$ cat config.mk
export PLATFORM = sky130hd
export DESIGN_NAME = rom_load_router
export DESIGN_NICKNAME = d
export VERILOG_FILES = /design/src/rtl/rom_load_router_pkg.sv /design/src/rtl/rom_load_router_region_decode.sv /design/src/rtl/rom_load_router.sv
export SDC_FILE = /design/constraint.sdc
export NUM_CORES = 1
export LEC_CHECK = 0
export ABC_AREA = 1
export CORE_ASPECT_RATIO = 0.7
export CORE_MARGIN = 2
export CORE_UTILIZATION = 47
export CTS_CLUSTER_DIAMETER = 30
export DETAILED_ROUTE_END_ITERATION = 8
export PLACE_DENSITY_LB_ADDON = 0.25
export SLEW_MARGIN = 20
export SYNTH_ARGS = -nofsm -noshare
export SYNTH_HDL_FRONTEND = slang
export SYNTH_SLANG_ARGS = --single-unit
$ cat constraint.sdc
create_clock -name clk_sys -period 1.59 [get_ports clk_sys]
set_clock_uncertainty 0.05 [all_clocks]
set_input_delay 0.159 -clock clk_sys [delete_from_list [all_inputs] [get_ports clk_sys]]
set_output_delay 0.159 -clock clk_sys [all_outputs]
set_load 0.01 [all_outputs]
$ cat src/rtl/rom_load_router_pkg.sv
// Shared types and region-offset helper for the ROM download router.
package rom_load_pkg;

    localparam int ROM_REGIONS = 4;

    typedef logic [1:0] region_t;

    typedef enum logic [1:0] {
        IDLE,
        LOAD,
        HOLD
    } state_t;

    // Base of region idx is the sum of all region lengths before it; idx 4 yields the image size.
    function automatic logic [31:0] region_base(
        input int          idx,
        input logic [31:0] cpu_size,
        input logic [31:0] snd_size,
        input logic [31:0] til_size,
        input logic [31:0] spr_size
    );
        logic [31:0] base;
        base = '0;
        if (idx > 0) base = base + cpu_size;
        if (idx > 1) base = base + snd_size;
        if (idx > 2) base = base + til_size;
        if (idx > 3) base = base + spr_size;
        return base;
    endfunction

endpackage

$ cat src/rtl/rom_load_router_region_decode.sv
// Combinational image-address decode into {valid, region, offset within region}.
module rom_region_decode
    import rom_load_pkg::*;
#(
    parameter logic [31:0] CPU_SIZE = 32'h0C000,
    parameter logic [31:0] SND_SIZE = 32'h04000,
    parameter logic [31:0] TIL_SIZE = 32'h18000,
    parameter logic [31:0] SPR_SIZE = 32'h08000
) (
    input  logic [24:0] i_addr,
    output logic        o_valid,
    output region_t     o_region,
    output logic [16:0] o_offset
);

    localparam logic [31:0] BASE1 = region_base(1, CPU_SIZE, SND_SIZE, TIL_SIZE, SPR_SIZE);
    localparam logic [31:0] BASE2 = region_base(2, CPU_SIZE, SND_SIZE, TIL_SIZE, SPR_SIZE);
    localparam logic [31:0] BASE3 = region_base(3, CPU_SIZE, SND_SIZE, TIL_SIZE, SPR_SIZE);
    localparam logic [31:0] TOTAL = region_base(4, CPU_SIZE, SND_SIZE, TIL_SIZE, SPR_SIZE);

    // The offset is truncated to 17 bits, so only the low base bits take part in the subtraction.
    localparam logic [16:0] OFF1 = BASE1[16:0];
    localparam logic [16:0] OFF2 = BASE2[16:0];
    localparam logic [16:0] OFF3 = BASE3[16:0];

    logic [31:0] w_addr;

    assign w_addr = {7'd0, i_addr};

    always_comb begin
        o_valid  = 1'b1;
        o_region = 2'd0;
        o_offset = i_addr[16:0];
        if (w_addr < BASE1) begin
            o_region = 2'd0;
        end else if (w_addr < BASE2) begin
            o_region = 2'd1;
            o_offset = i_addr[16:0] - OFF1;
        end else if (w_addr < BASE3) begin
            o_region = 2'd2;
            o_offset = i_addr[16:0] - OFF2;
        end else if (w_addr < TOTAL) begin
            o_region = 2'd3;
            o_offset = i_addr[16:0] - OFF3;
        end else begin
            o_valid = 1'b0;
        end
    end

endmodule

$ cat src/rtl/rom_load_router.sv
// Routes HPS ioctl download bytes into four ROM regions and holds the core in reset while loading.
// Optional running byte checksum output is enabled with `define ROM_LOAD_CKSUM_EN.
module rom_load_router
    import rom_load_pkg::*;
#(
    parameter logic [31:0] CPU_SIZE = 32'h0C000,
    parameter logic [31:0] SND_SIZE = 32'h04000,
    parameter logic [31:0] TIL_SIZE = 32'h18000,
    parameter logic [31:0] SPR_SIZE = 32'h08000,
    parameter int          RST_HOLD = 16
`ifdef ROM_LOAD_CKSUM_EN
    ,
    parameter logic [15:0] EXP_CKSUM = 16'h0000
`endif
) (
    input  logic                   clk_sys,
    input  logic                   reset_n,
    input  logic                   ioctl_download,
    input  logic                   ioctl_wr,
    input  logic [24:0]            ioctl_addr,
    input  logic [7:0]             ioctl_dout,
    output logic [16:0]            rom_addr,
    output logic [7:0]             rom_data,
    output logic [ROM_REGIONS-1:0] rom_we,
    output logic                   core_reset,
    output logic                   load_done,
    output logic                   size_err,
    output logic [24:0]            byte_cnt
`ifdef ROM_LOAD_CKSUM_EN
    ,
    output logic [15:0]            cksum
`endif
);

    localparam logic [31:0] TOTAL32   = region_base(4, CPU_SIZE, SND_SIZE, TIL_SIZE, SPR_SIZE);
    localparam logic [24:0] TOTAL_CNT = TOTAL32[24:0];
    localparam logic [15:0] HOLD_INIT = 16'(RST_HOLD - 1);
    localparam logic [ROM_REGIONS-1:0] WE_ONE = {{(ROM_REGIONS-1){1'b0}}, 1'b1};

    state_t                 r_state;
    logic                   r_dl_prev;
    logic [15:0]            r_hold_cnt;
    logic                   r_oor;
    logic [ROM_REGIONS-1:0] r_rom_we;
    logic [16:0]            r_rom_addr;
    logic [7:0]             r_rom_data;
    logic                   r_core_reset;
    logic                   r_load_done;
    logic                   r_size_err;
    logic [24:0]            r_byte_cnt;

    logic                   w_valid;
    region_t                w_region;
    logic [16:0]            w_offset;
    logic                   w_rise;
    logic                   w_size_bad;

    rom_region_decode #(
        .CPU_SIZE (CPU_SIZE),
        .SND_SIZE (SND_SIZE),
        .TIL_SIZE (TIL_SIZE),
        .SPR_SIZE (SPR_SIZE)
    ) u_decode (
        .i_addr   (ioctl_addr),
        .o_valid  (w_valid),
        .o_region (w_region),
        .o_offset (w_offset)
    );

    assign w_rise = ioctl_download & ~r_dl_prev;

`ifdef ROM_LOAD_CKSUM_EN
    logic [15:0] r_cksum;

    // A zero expected checksum means "don't care", so only the count and range decide.
    assign w_size_bad = (r_byte_cnt != TOTAL_CNT) | r_oor |
                        ((EXP_CKSUM != 16'h0000) && (r_cksum != EXP_CKSUM));
    assign cksum      = r_cksum;

    always_ff @(posedge clk_sys or negedge reset_n) begin
        if (!reset_n) begin
            r_cksum <= '0;
        end else if ((r_state != LOAD) && w_rise) begin
            r_cksum <= '0;
        end else if ((r_state == LOAD) && ioctl_wr && w_valid) begin
            r_cksum <= r_cksum + {8'd0, ioctl_dout};
        end
    end
`else
    assign w_size_bad = (r_byte_cnt != TOTAL_CNT) | r_oor;
`endif

    always_ff @(posedge clk_sys or negedge reset_n) begin
        if (!reset_n) begin
            r_state      <= IDLE;
            r_dl_prev    <= 1'b0;
            r_hold_cnt   <= '0;
            r_oor        <= 1'b0;
            r_rom_we     <= '0;
            r_rom_addr   <= '0;
            r_rom_data   <= '0;
            r_core_reset <= 1'b1;
            r_load_done  <= 1'b0;
            r_size_err   <= 1'b0;
            r_byte_cnt   <= '0;
        end else begin
            r_dl_prev <= ioctl_download;
            r_rom_we  <= '0;
            case (r_state)
                IDLE: begin
                    if (w_rise) begin
                        r_state      <= LOAD;
                        r_byte_cnt   <= '0;
                        r_size_err   <= 1'b0;
                        r_oor        <= 1'b0;
                        r_core_reset <= 1'b1;
                    end else begin
                        r_core_reset <= ~r_load_done;
                    end
                end
                LOAD: begin
                    r_core_reset <= 1'b1;
                    // The byte arriving alongside the falling download edge is still taken.
                    if (ioctl_wr) begin
                        if (w_valid) begin
                            r_rom_we   <= WE_ONE << w_region;
                            r_rom_addr <= w_offset;
                            r_rom_data <= ioctl_dout;
                            if (r_byte_cnt != 25'h1FFFFFF) begin
                                r_byte_cnt <= r_byte_cnt + 25'd1;
                            end
                        end else begin
                            r_oor <= 1'b1;
                        end
                    end
                    if (!ioctl_download) begin
                        r_state    <= HOLD;
                        r_hold_cnt <= HOLD_INIT;
                    end
                end
                HOLD: begin
                    r_core_reset <= 1'b1;
                    if (w_rise) begin
                        r_state    <= LOAD;
                        r_byte_cnt <= '0;
                        r_size_err <= 1'b0;
                        r_oor      <= 1'b0;
                    end else if (r_hold_cnt == 16'd0) begin
                        r_state      <= IDLE;
                        r_load_done  <= 1'b1;
                        r_size_err   <= w_size_bad;
                        r_core_reset <= 1'b0;
                    end else begin
                        r_hold_cnt <= r_hold_cnt - 16'd1;
                    end
                end
                default: begin
                    r_state <= IDLE;
                end
            endcase
        end
    end

    assign rom_we     = r_rom_we;
    assign rom_addr   = r_rom_addr;
    assign rom_data   = r_rom_data;
    assign core_reset = r_core_reset;
    assign load_done  = r_load_done;
    assign size_err   = r_size_err;
    assign byte_cnt   = r_byte_cnt;

endmodule

==> summary.md, run 1 <==
| Metric | Value |
|---|---|
| Post-route ant nets | `0` |
| CP endpoint kind | `flip-flop` |
| DRT iter0 DRCs | `534` |
| Global Route Usage Sum | `0.2940` |
| # rows | `30` |
| Count of cell types in the netlist | `34` |
| Finished Layout Cells | `~970` |
| Number of port buffers | `93` |
| Share of layout cells above drive strength 1 | `0.2811` |
| Max-slew headroom | `0.6920` |
| Final worst setup slack | `-128.4 ps` |
| CTS Buffer Depth | `2` |
| Via density | `5.411` |
| CTS tree | `done` |
| #FFs+latches synth | `77` |
| First-pass iteration count of the detailed router | `5` |
| I/O pins | `94` |
| CP Max Fanout | `5` |
| Post-synthesis cell area | `~4600 µm²` |
| Post-Synth XOR/XNOR Area | `0.01919` |
| Storage cell area | `between 1500 and 2000 µm²` |
| Max_cap viols | `0` |
| Largest net degree at the start of global routing | `34` |
| Worst stage delay on the critical path | `between 300 and 400 ps` |
| Synth Area in Adders | `0.01645` |
| Worst path bufs/invs | `1` |
| CP required | `1810 ps` |
| Multi-input logic area | `around 2600 µm²` |
| Total CTS buffers | `9` |
| Clk Latency, worst-skew pair | `around 340 ps` |
| Top Usage Layer GRT | `met2` |
| Status | `complete, but fails checks` |
| WL final | `~15 mm` |
| Dpl cell area | `roughly 6300 µm²` |
| Placed insts | `roughly 920` |
| Final setup violation count | `22` |
| CTS root buffer | `clkbuf_16` |
| Slowest-stage cell, CP | `dfrtp_1` |
| Crit Path Category | `flip-flop to flip-flop` |
| Final Critical Period | `between 1500 and 2000 ps` |
| Clk sinks | `77` |
| Largest family of logic cells by synthesized area | `simple AND/OR/NAND/NOR gates` |
| Via count | `around 5200` |
| Met2 global-route usage | `0.4439` |
| Flop pwr share | `0.338` |
| Violated checks | `setup timing` |
| FILL cells | `just under 700` |
| Wire length per cell | `15.91 µm` |
| Ys async rst share | `1.000` |
| Initial antenna violation count | `0` |
| Met1 GRT Util | `0.4015` |
| EDFF count, synth | `0` |
| Syn avg cell area | `around 7 µm²` |
| Top FF cell, synth | `dfrtp_1` |
| Leak | `between 3 and 4 nW` |
| Crit-path leading delay family | `simple AND/OR/NAND/NOR gates` |
| Clock power share | `0.334` |
| Synthesized net count | `around 680` |
| Reg clk slew, reported paths | `around 60 ps` |
| Non-Filler Cell Area, Final | `a little over 7000 µm²` |
| GRT overflow | `0` |
| Cells after Synth | `roughly 640` |
| Core area | `9572 µm²` |
| Vias in the first global route | `between 5000 and 6000` |
| Worst hold path class | `primary input to flip-flop` |
| Synth Area in Compound Gates | `0.07100` |
| First-pass GRT wire length | `24.18 mm` |
| Most frequent CP cell | `nand2_1` |
| Slew @ Worst Pin | `between 400 and 500 ps` |
| Post-synthesis mux area share | `0` |
| Setup crit start kind | `flip-flop` |
| Worst EP arrival | `1940 ps` |
| Seq/Total Area, Yosys | `0.4224` |
| Worst hold slack | `~250 ps` |
| Comb power frac | `0.328` |
| Final worst path period share | `1.081` |
| Initial Utilization | `0.4769` |
| H-tree levels | `3` |
| Final net count | `874` |
| Simple-Gate Fraction of Synth Area | `0.3925` |
| Die area | `roughly 11000 µm²` |
| Area Growth Syn to Fin | `57.32%` |
| Hpwl dp | `about 10 mm` |
| Final Max Tran Viols | `0` |
| RSZ-0062 raised after global routing | `true` |
| Final Hold Viols | `0` |
| FMAX | `0.5819 GHz` |
| Die X-Extent | `around 120 µm` |
| Synthesis warning total | `0` |
| # DRC | `0` |
| CP Cell Sequence | `buf_4, nand2_1, nor2_2, nand2_1, nor2_1, nand2_1, nand2_1, nand3_1, o21ai_2` |
| Net Switching | `2.196 mW` |
| Die height | `86.45 µm` |
| Placer congestion estimate | `0.9672` |
| Switching fraction of total power | `0.3290` |
| Int Pwr | `4.480 mW` |
| Maximum vdd drop | `between 0.0005 and 0.0006 V` |
| Power per cell area | `between 900 and 1000 nW/µm²` |
| GR met3 Demand/Resource | `0.09474` |
[through the flow]
stage               utilization  TNS [ps]  setup WS, ps  total power [mW]
floorplan                     -     -1808        -79.22             3.246
global placement         0.6576    -17000        -365.8             3.912
detailed placement       0.6576    -23000        -476.9             3.994
CTS                      0.7221    -673.3        -72.18             6.426
global route             0.7499     -2695        -203.1             6.989
finish                   0.7502     -1601        -128.4             6.677
[worst register-to-register path, cell delays in order (launching register included)]
cell and delay, ps:
dfrtp_1 390, buf_4 180, nand2_1 140, nor2_2 180, nand2_1 120, nor2_1 190, nand2_1 70, nand2_1 80
nand3_1 120, o21ai_2 130
[synth_stat cells (3+ instances only)]
| master | instances | area share |
|---|---|---|
| inv_2 | 3 | 0.0025 |
| nand2_2 | 5 | 0.0069 |
| nor3_1 | 4 | 0.0044 |
| dfrtp_1 | 76 | 0.42 |
| inv_1 | 55 | 0.045 |
| buf_2 | 6 | 0.0066 |
| nand3_1 | 73 | 0.080 |
| ha_1 | 6 | 0.016 |
| xor2_1 | 9 | 0.017 |
| nand4_1 | 12 | 0.016 |
| clkbuf_1 | 6 | 0.0049 |
| o21ai_2 | 16 | 0.031 |
| o21ai_1 | 9 | 0.0099 |
| nor2_1 | 90 | 0.074 |
| o21ai_0 | 23 | 0.025 |
| nand2_1 | 215 | 0.18 |
| nor2_4 | 6 | 0.015 |
[layout make-up]
| type | count | area share |
|---|---|---|
| diodes | 1 | 0.0003485 |
| clock buffers | 9 | 0.03136 |
| clock inverters | 7 | 0.01359 |
| inverters | 60 | 0.03293 |
| multi-input cells | 482 | 0.3588 |
| flip-flops and latches | 77 | 0.2690 |
| well taps | 128 | 0.02230 |
| repair buffers | 200 | 0.2704 |
| repair inverters | 1 | 0.001220 |
[registers in the layout, indices dropped and copies added, names as in the netlist]
name and cells:
byte_cnt 25, core_reset 1, load_done 1, r_dl_prev 1, r_hold_cnt 16, r_oor 1, r_state 2, rom_addr 17
rom_data 8, rom_we 4, size_err 1
[power by group through the flow]
| stage | Clock [mW] | Combinational (mW) | Sequential (mW) |
|---|---|---|---|
| finish | 2.23 | 2.19 | 2.26 |
| CTS | 2.26 | 1.92 | 2.24 |
| floorplan | 0 | 0.944 | 2.30 |
| global route | 2.35 | 2.36 | 2.28 |
| global placement | 0 | 1.65 | 2.26 |
| detailed placement | 0 | 1.72 | 2.27 |
[logic make-up after synthesis]
kind of cell | Yosys count
xor gates and xnor gates | 10
and+or+nand+nor | 414
AOI/OAI and AO/OA | 51
adders and majority gates | 6
buffers and inverters | 77
DFF | 77
[cells in the final DEF, fill, tap and decap left out, types with 3 or more instances in the layout]
| cell | n |
|---|---|
| nor2_4 | 13 |
| dlymetal6s2s_1 | 18 |
| nand3_1 | 70 |
| nor2_1 | 70 |
| o21ai_1 | 14 |
| buf_6 | 7 |
| nor3_1 | 3 |
| buf_12 | 9 |
| o21ai_2 | 16 |
| ha_4 | 3 |
| dfrtp_2 | 3 |
| xor2_1 | 9 |
| nand3_2 | 4 |
| dfrtp_1 | 73 |
| inv_2 | 11 |
| nand2_1 | 186 |
| nand2_2 | 27 |
| inv_6 | 3 |
| o21ai_0 | 17 |
| clkdlybuf4s50_1 | 59 |
| inv_1 | 46 |
| nor2_2 | 14 |
| nand2_4 | 9 |
| clkbuf_16 | 10 |
| buf_4 | 89 |
| dlygate4sd2_1 | 15 |
| nand4_1 | 12 |
[worst paths after layout]
check / slack (ps) / start / cells past startpoint / to
worst min register to register: 420 / rom_addr[5] / 2 / rom_addr[5]
worst min-delay path: 250 / ioctl_addr[19] / 6 / rom_we[0]
min in group asynchronous: 260 / reset_n / 2 / byte_cnt[4]
max in group asynchronous: 640 / reset_n / 3 / byte_cnt[0]
worst max-delay path: -130 / byte_cnt[9] / 9 / byte_cnt[23]
worst max register to register: -130 / byte_cnt[9] / 9 / byte_cnt[23]
[timing repair]
item                                    in CTS  in global routing
cloned                                       4                  1
endpoints found under the setup margin      77                 73
resized for setup                           47                 70
hold buffers                                 1                  0
pin swaps                                   14                 25
hold endpoints to repair                    29                  0
setup buffers                               12                  8
[per-layer routing]
| metal | up-vias | part of all wire |
|---|---|---|
| li1 | 2424 | - |
| met1 | 2455 | 0.42 |
| met2 | 298 | 0.46 |
| met3 | 45 | 0.10 |
| met4 | 0 | 0.022 |
| met5 | - | 0 |
Power figures use the tool's default switching activity.
==> run 2: changes to the inputs <==
--- a/config.mk
+++ b/config.mk
@@ -6,11 +6,14 @@
 export NUM_CORES = 1
 export LEC_CHECK = 0
 export ABC_AREA = 1
+export CELL_PAD_IN_SITES_DETAIL_PLACEMENT = 0
+export CELL_PAD_IN_SITES_GLOBAL_PLACEMENT = 2
 export CORE_ASPECT_RATIO = 0.7
 export CORE_MARGIN = 2
-export CORE_UTILIZATION = 47
-export CTS_CLUSTER_DIAMETER = 30
+export CORE_UTILIZATION = 26
+export CTS_CLUSTER_DIAMETER = 50
 export DETAILED_ROUTE_END_ITERATION = 8
+export GPL_ROUTABILITY_DRIVEN = 0
 export PLACE_DENSITY_LB_ADDON = 0.25
 export SLEW_MARGIN = 20
 export SYNTH_ARGS = -nofsm -noshare
==> run 2 against run 1 <==
Effect of this change:
- the flow still finishes with violations (setup timing)
- first-iteration DRC count down 54%
- critical path depth up 1
- clock-buffer cell count up 1
- total power up 5.0%
==> summary.md, run 2 (synthesized netlist as in run 1, its figures left out) <==
| Metric | Value |
|---|---|
| Status | `complete, but fails checks (unchanged)` |
| Violated checks | `setup timing (unchanged)` |
| Clk Latency, worst-skew pair | `350 ps (was 340 ps)` |
| # rows | `40 (was 30)` |
| Worst R2R Start | `byte_cnt[1] (was byte_cnt[9])` |
| Crit path to | `byte_cnt[17] (was byte_cnt[23])` |
| I/O pins | `94 (unchanged)` |
| Max FFs per register | `25 (unchanged)` |
| Via count | `4999 (was 5222)` |
| Power per cell area | `906.5 nW/µm² (was 929.8 nW/µm²)` |
| Switching fraction of total power | `0.3454 (was 0.3290)` |
| Most frequent cells in the layout | `166 x nand2_1, 123 x buf_4, 71 x dfrtp_1, 69 x nand3_1, 65 x clkdlybuf4s50_1 (was 186 x nand2_1, 89 x buf_4, 73 x dfrtp_1, 70 x nand3_1, 70 x nor2_1)` |
| Clk sinks | `77 (unchanged)` |
| Critical Path Start | `byte_cnt[1] (was byte_cnt[9])` |
| Worst r2r dst | `byte_cnt[17] (was byte_cnt[23])` |
| Share of layout cells above drive strength 1 | `0.3589 (was 0.2811)` |
| Clock power share | `0.313 (was 0.334)` |
| Hpwl dp | `11.70 mm (was 10.48 mm)` |
| Global Route Usage Sum | `0.1759 (was 0.2940)` |
| DP Worst Slack | `-398.6 ps (was -476.9 ps)` |
| Initial Utilization | `0.2659 (was 0.4769)` |
| GRT overflow | `0 (unchanged)` |
| Int Pwr | `4.588 mW (was 4.480 mW)` |
| Comb power frac | `0.368 (was 0.328)` |
| Initial antenna violation count | `1 (was 0)` |
| Final worst path period share | `1.035 (was 1.081)` |
| FMAX | `0.6074 GHz (was 0.5819 GHz)` |
| CP required | `1780 ps (was 1810 ps)` |
| WL final | `16.28 mm (was 15.36 mm)` |
| Net Switching | `2.421 mW (was 2.196 mW)` |
| First-pass iteration count of the detailed router | `4 (was 5)` |
| Number of port buffers | `93 (unchanged)` |
| R2R depth | `10 (was 9)` |
| Die area | `18650 µm² (was 10530 µm²)` |
| R2R Setup Slk | `-60 ps (was -130 ps)` |
| Worst hold slack | `255.9 ps (was 254.9 ps)` |
| CTS root buffer | `clkbuf_16 (unchanged)` |
| Worst EP arrival | `1840 ps (was 1940 ps)` |
| Total CTS buffers | `9 (unchanged)` |
| Die height | `114.9 µm (was 86.45 µm)` |
| Final setup violation count | `27 (was 22)` |
| Slew @ Worst Pin | `502.8 ps (was 462.1 ps)` |
| Crit Path Category | `flip-flop to flip-flop (unchanged)` |
| Max_cap viols | `0 (unchanged)` |
| Core area | `17170 µm² (was 9572 µm²)` |
| CP Max Fanout | `8 (was 5)` |
| RSZ-0062 raised after global routing | `true (unchanged)` |
| Flop pwr share | `0.320 (was 0.338)` |
| Antenna fix cells | `0 (was 1)` |
| Wire length per cell | `14.76 µm (was 15.91 µm)` |
| Max-slew headroom | `0.6648 (was 0.6920)` |
| Reg clk slew, reported paths | `60 ps (about the same)` |
| Final Hold Viols | `0 (unchanged)` |
| Setup crit start kind | `flip-flop (unchanged)` |
| Worst hold path class | `primary input to asynchronous set/reset pin (was primary input to flip-flop)` |
| H-tree levels | `3 (unchanged)` |
| Area Growth Syn to Fin | `69.38% (was 57.32%)` |
| # DRC | `0 (unchanged)` |
| Vias in the first global route | `4774 (was 5017)` |
| Commonest non-fill, non-tap cell in the layout | `nand2_1 (unchanged)` |
| Largest net degree at the start of global routing | `33 (was 34)` |
| CTS tree | `done (unchanged)` |
| Final net count | `910 (was 874)` |
| Via density | `4.532 (was 5.411)` |
| CP endpoint kind | `flip-flop (unchanged)` |
| CTS Buffer Depth | `2 (unchanged)` |
| Final Critical Period | `1646 ps (was 1718 ps)` |
| DRT iter0 DRCs | `246 (was 534)` |
| Leak | `3.720 nW (was 3.641 nW)` |
| Final worst setup slack | `-56.41 ps (was -128.4 ps)` |
| Placed insts | `1058 (was 923)` |
| Die X-Extent | `162.4 µm (was 121.8 µm)` |
| Post-route ant nets | `0 (unchanged)` |
| First-pass GRT wire length | `25.24 mm (was 24.18 mm)` |
| Maximum vdd drop | `0.0005442 V (was 0.0005930 V)` |
| Finished Layout Cells | `1103 (was 965)` |
| Final Max Tran Viols | `0 (unchanged)` |
-- run 2: cell count changes in the layout (fill, tap and decap cells not counted), moves of 6 or more --
cell	before	now
o21ai_2	16	28
nand2_2	27	41
nor2_2	14	23
nand2_1	186	166
buf_4	89	123
dlygate4sd2_1	15	22
o21ai_1	14	4
clkdlybuf4s50_1	59	65
nor2_1	70	60
dlymetal6s2s_1	18	4
-- run 2: cell type report --
class | count | area, µm²
fillers | 1703 | 9435
flip-flops and latches | 77 | 1934
multi-input cells | 482 | 2743
clock buffers | 10 | 239.0
repair buffers | 235 | 2188
inverters | 60 | 244.0
repair inverters | 2 | 22.52
clock inverters | 6 | 71.32
well taps | 231 | 289.0
-- run 2: critical path, cell delays in order (launching register included) --
cell       delay, ps
dfrtp_2          400
ha_4             150
nand3_4          120
inv_4             90
nand2_4           50
nor2_4            90
nand3_2           90
nand3_4           80
buf_12           160
clkbuf_16        170
o21ai_2           60
-- run 2: timing repair --
action | CTS | global route
hold buffers | 1 | 0
cloned | 4 | 4
endpoints found under the hold margin | 29 | 0
resized for setup | 52 | 122
pin swaps | 6 | 27
setup endpoints to repair | 68 | 73
setup buffers | 7 | 13
-- run 2: routing by layer --
| metal | vias up | wire length [µm] | global-route usage |
|---|---|---|---|
| met5 | - | 11 | 0 |
| met4 | 2 | 129 | 0.03776 |
| met3 | 13 | 990 | 0.05592 |
| met2 | 105 | 6581 | 0.2434 |
| met1 | 2379 | 8562 | 0.2649 |
| li1 | 2500 | - | - |
-- run 2: worst min-delay path by stage --
stage	startpoint	end	slack [ps]	cells after the start
floorplan	reset_n	byte_cnt[0]	-190	0
global placement	reset_n	byte_cnt[13]	110	1
detailed placement	reset_n	byte_cnt[13]	110	1
CTS	reset_n	byte_cnt[13]	260	2
global route	reset_n	byte_cnt[13]	280	2
finish	reset_n	byte_cnt[13]	260	2
-- run 2: power by group through the flow --
| stage | clock network, mW | logic, mW | registers, mW |
|---|---|---|---|
| finish | 2.19 | 2.58 | 2.24 |
| global route | 2.34 | 2.81 | 2.26 |
| CTS | 2.26 | 2.13 | 2.24 |
| detailed placement | 0 | 1.90 | 2.26 |
| global placement | 0 | 1.88 | 2.26 |
| floorplan | 0 | 0.944 | 2.30 |
-- run 2: stage by stage --
stage               cell area, µm²  total power, mW    util  setup TNS [ps]
floorplan                     4649            3.246       -           -1808
global placement              6664            4.141  0.3882          -19790
detailed placement            6664            4.167  0.3882          -20000
CTS                           7181            6.631  0.4183           -1068
global route                  7731            7.414  0.4504           -3340
finish                        7731            7.009  0.4504          -682.9
==> run 3: changes to the inputs <==
--- a/config.mk
+++ b/config.mk
@@ -6,6 +6,7 @@
 export NUM_CORES = 1
 export LEC_CHECK = 0
 export ABC_AREA = 1
+export CAP_MARGIN = 20
 export CELL_PAD_IN_SITES_DETAIL_PLACEMENT = 0
 export CELL_PAD_IN_SITES_GLOBAL_PLACEMENT = 2
 export CORE_ASPECT_RATIO = 0.7
@@ -15,6 +16,7 @@
 export DETAILED_ROUTE_END_ITERATION = 8
 export GPL_ROUTABILITY_DRIVEN = 0
 export PLACE_DENSITY_LB_ADDON = 0.25
+export RECOVER_POWER = 100
 export SLEW_MARGIN = 20
 export SYNTH_ARGS = -nofsm -noshare
 export SYNTH_HDL_FRONTEND = slang
==> run 3 against run 2 <==
Effect of this change:
- the run still ends with setup timing left
- cell area is 0.63% lower
- worst hold slack better by 23 ps
- setup slack better by 2.6 ps
- critical path depth stayed put
- utilization is 0.28 points lower
- clock-buffer cell count stayed put
- fmax is 0.16% higher
- combinational power hardly changed
- sequential share of layout area is 0.16 points higher
- cell count stayed put
- clock power hardly changed
- global-route usage stayed put
==> summary.md, run 3 (synthesized netlist as in run 1, its figures left out) <==
| Metric | Value |
|---|---|
| Share of layout cells above drive strength 1 | `0.3544 (was 0.3589)` |
| Crit Path Category | `flip-flop to flip-flop (unchanged)` |
| Total CTS buffers | `9 (unchanged)` |
| Worst path bufs/invs | `3 (unchanged)` |
| Worst hold slack | `278.6 ps (was 255.9 ps)` |
| Max FFs per register | `25 (unchanged)` |
| RSZ-0062 raised after global routing | `true (unchanged)` |
| Most frequent CP cell | `nand3_4 (unchanged)` |
| Dpl cell area | `6664 µm² (unchanged)` |
| Global Route Usage Sum | `0.1759 (unchanged)` |
| Core area | `17170 µm² (unchanged)` |
| Die area | `18650 µm² (unchanged)` |
| Final worst path period share | `1.034 (was 1.035)` |
| Slew @ Worst Pin | `911.5 ps (was 502.8 ps)` |
| Reg clk slew, reported paths | `70 ps (was 60 ps)` |
| CTS Buffer Depth | `2 (unchanged)` |
| Fin util | `0.4475 (was 0.4504)` |
| CP required | `1780 ps (about the same)` |
| First-pass GRT wire length | `25.24 mm (unchanged)` |
| Commonest non-fill, non-tap cell in the layout | `nand2_1 (unchanged)` |
| FILL cells | `1713 (was 1703)` |
| CP Cell Sequence | `ha_4, nand3_4, inv_4, nand2_4, nor2_4, nand3_2, nand3_4, buf_12, clkbuf_16, o21ai_2 (unchanged)` |
| Crit-path leading delay family | `simple AND/OR/NAND/NOR gates (unchanged)` |
| Via count | `4987 (was 4999)` |
| Initial antenna violation count | `1 (unchanged)` |
| Violated checks | `setup timing (unchanged)` |
| Via density | `4.521 (was 4.532)` |
| # rows | `40 (unchanged)` |
| Worst stage delay on the critical path | `400 ps (about the same)` |
| Max-slew headroom | `0.3923 (was 0.6648)` |
| Max_cap viols | `0 (unchanged)` |
| CTS tree | `done (unchanged)` |
| Number of port buffers | `93 (unchanged)` |
| Final setup violation count | `27 (unchanged)` |
| DP Worst Slack | `-398.6 ps (unchanged)` |
| Area Growth Syn to Fin | `68.31% (was 69.38%)` |
| # DRC | `0 (unchanged)` |
| Most frequent cells in the layout | `166 x nand2_1, 117 x buf_4, 71 x dfrtp_1, 69 x nand3_1, 64 x clkdlybuf4s50_1 (was 166 x nand2_1, 123 x buf_4, 71 x dfrtp_1, 69 x nand3_1, 65 x clkdlybuf4s50_1)` |
| Wire length per cell | `14.78 µm (was 14.76 µm)` |
| Post-route ant nets | `0 (unchanged)` |
| CP Max Fanout | `8 (unchanged)` |
| Non-Filler Cell Area, Final | `7682 µm² (was 7731 µm²)` |
| Die X-Extent | `162.4 µm (unchanged)` |
| Antenna fix cells | `0 (unchanged)` |
| Power per cell area | `910.6 nW/µm² (was 906.5 nW/µm²)` |
| Maximum vdd drop | `0.0005442 V (about the same)` |
| WL final | `16.30 mm (was 16.28 mm)` |
| Clk sinks | `77 (unchanged)` |
| Status | `complete, but fails checks (unchanged)` |
| Final net count | `910 (unchanged)` |
| Largest net degree at the start of global routing | `33 (unchanged)` |
| Leak | `3.678 nW (was 3.720 nW)` |
| Setup crit start kind | `flip-flop (unchanged)` |
| Die height | `114.9 µm (unchanged)` |
| Final setup TNS | `-694.2 ps (was -682.9 ps)` |
| First-pass iteration count of the detailed router | `4 (unchanged)` |
| Worst EP arrival | `1840 ps (about the same)` |
| Final Hold Viols | `0 (unchanged)` |
| GRT overflow | `0 (unchanged)` |
| CP endpoint kind | `flip-flop (unchanged)` |
| FMAX | `0.6083 GHz (was 0.6074 GHz)` |
| Final Max Tran Viols | `0 (unchanged)` |
| Hpwl dp | `11.70 mm (unchanged)` |
| I/O pins | `94 (unchanged)` |
| Vias in the first global route | `4774 (unchanged)` |
| Clk Latency, worst-skew pair | `350 ps (about the same)` |
| Final Critical Period | `1644 ps (was 1646 ps)` |
| Worst hold path class | `primary input to flip-flop (was primary input to asynchronous set/reset pin)` |
| H-tree levels | `3 (unchanged)` |
| Final worst setup slack | `-53.83 ps (was -56.41 ps)` |
| Initial Utilization | `0.2659 (unchanged)` |
| DRT iter0 DRCs | `220 (was 246)` |
| CTS root buffer | `clkbuf_16 (unchanged)` |
| Slowest-stage cell, CP | `dfrtp_2 (unchanged)` |
## run 3: area by class of cell
cell class	instances	area (µm²)	area share
multi-input cells	482	2740	0.3567
repair buffers	235	2142	0.2788
inverters	60	244.0	0.03176
clock inverters	6	71.32	0.009283
well taps	231	289.0	0.03762
repair inverters	2	22.52	0.002932
flip-flops and latches	77	1934	0.2518
clock buffers	10	239.0	0.03111
## run 3: worst paths after layout
| check | start | end | slack (ps) | depth (start not counted) |
|---|---|---|---|---|
| setup / recovery | byte_cnt[1] | byte_cnt[17] | -50 | 10 |
| hold / removal | ioctl_addr[15] | rom_addr[15] | 280 | 6 |
| setup reg to reg | byte_cnt[1] | byte_cnt[17] | -50 | 10 |
| hold reg to reg | rom_data[7] | rom_data[7] | 420 | 2 |
| max in group asynchronous | reset_n | core_reset | 110 | 3 |
| min in group asynchronous | reset_n | byte_cnt[13] | 410 | 2 |
## run 3: stage by stage
step / power, mW / std cells
after global placement: 4.141 / 1058
after global routing: 7.401 / 1103
after CTS: 6.631 / 1086
final: 6.996 / 1103
after detailed placement: 4.167 / 1058
after floorplan: 3.246 / 635
## run 3: worst min-delay path, cell delays in order
cell            delay [ps]
dlymetal6s2s_1         110
buf_4                  130
nand3_1                 70
nand2_1                 60
nor2_1                  30
nor2_1                  70
## run 3: routing by layer
| metal | GRT usage | vias to the layer above | part of all wire |
|---|---|---|---|
| li1 | - | 2498 | - |
| met3 | 0.05592 | 13 | 0.061 |
| met4 | 0.03776 | 2 | 0.0079 |
| met1 | 0.2649 | 2373 | 0.53 |
| met2 | 0.2434 | 101 | 0.40 |
| met5 | 0 | - | 0.00067 |
## run 3: power by group
group	internal [mW]	switching, mW
clock	1.27	0.918
combinational	1.19	1.38
sequential	2.12	0.124
total	4.58	2.42
## run 3: timing repair
item / 4_1_cts / 5_1_grt
setup buffers: 7 / 13
cloned: 4 / 4
pin swaps: 6 / 27
hold buffers: 1 / 0
gates resized for setup: 52 / 122
endpoints found under the setup margin: 68 / 73
endpoints found under the hold margin: 29 / 0
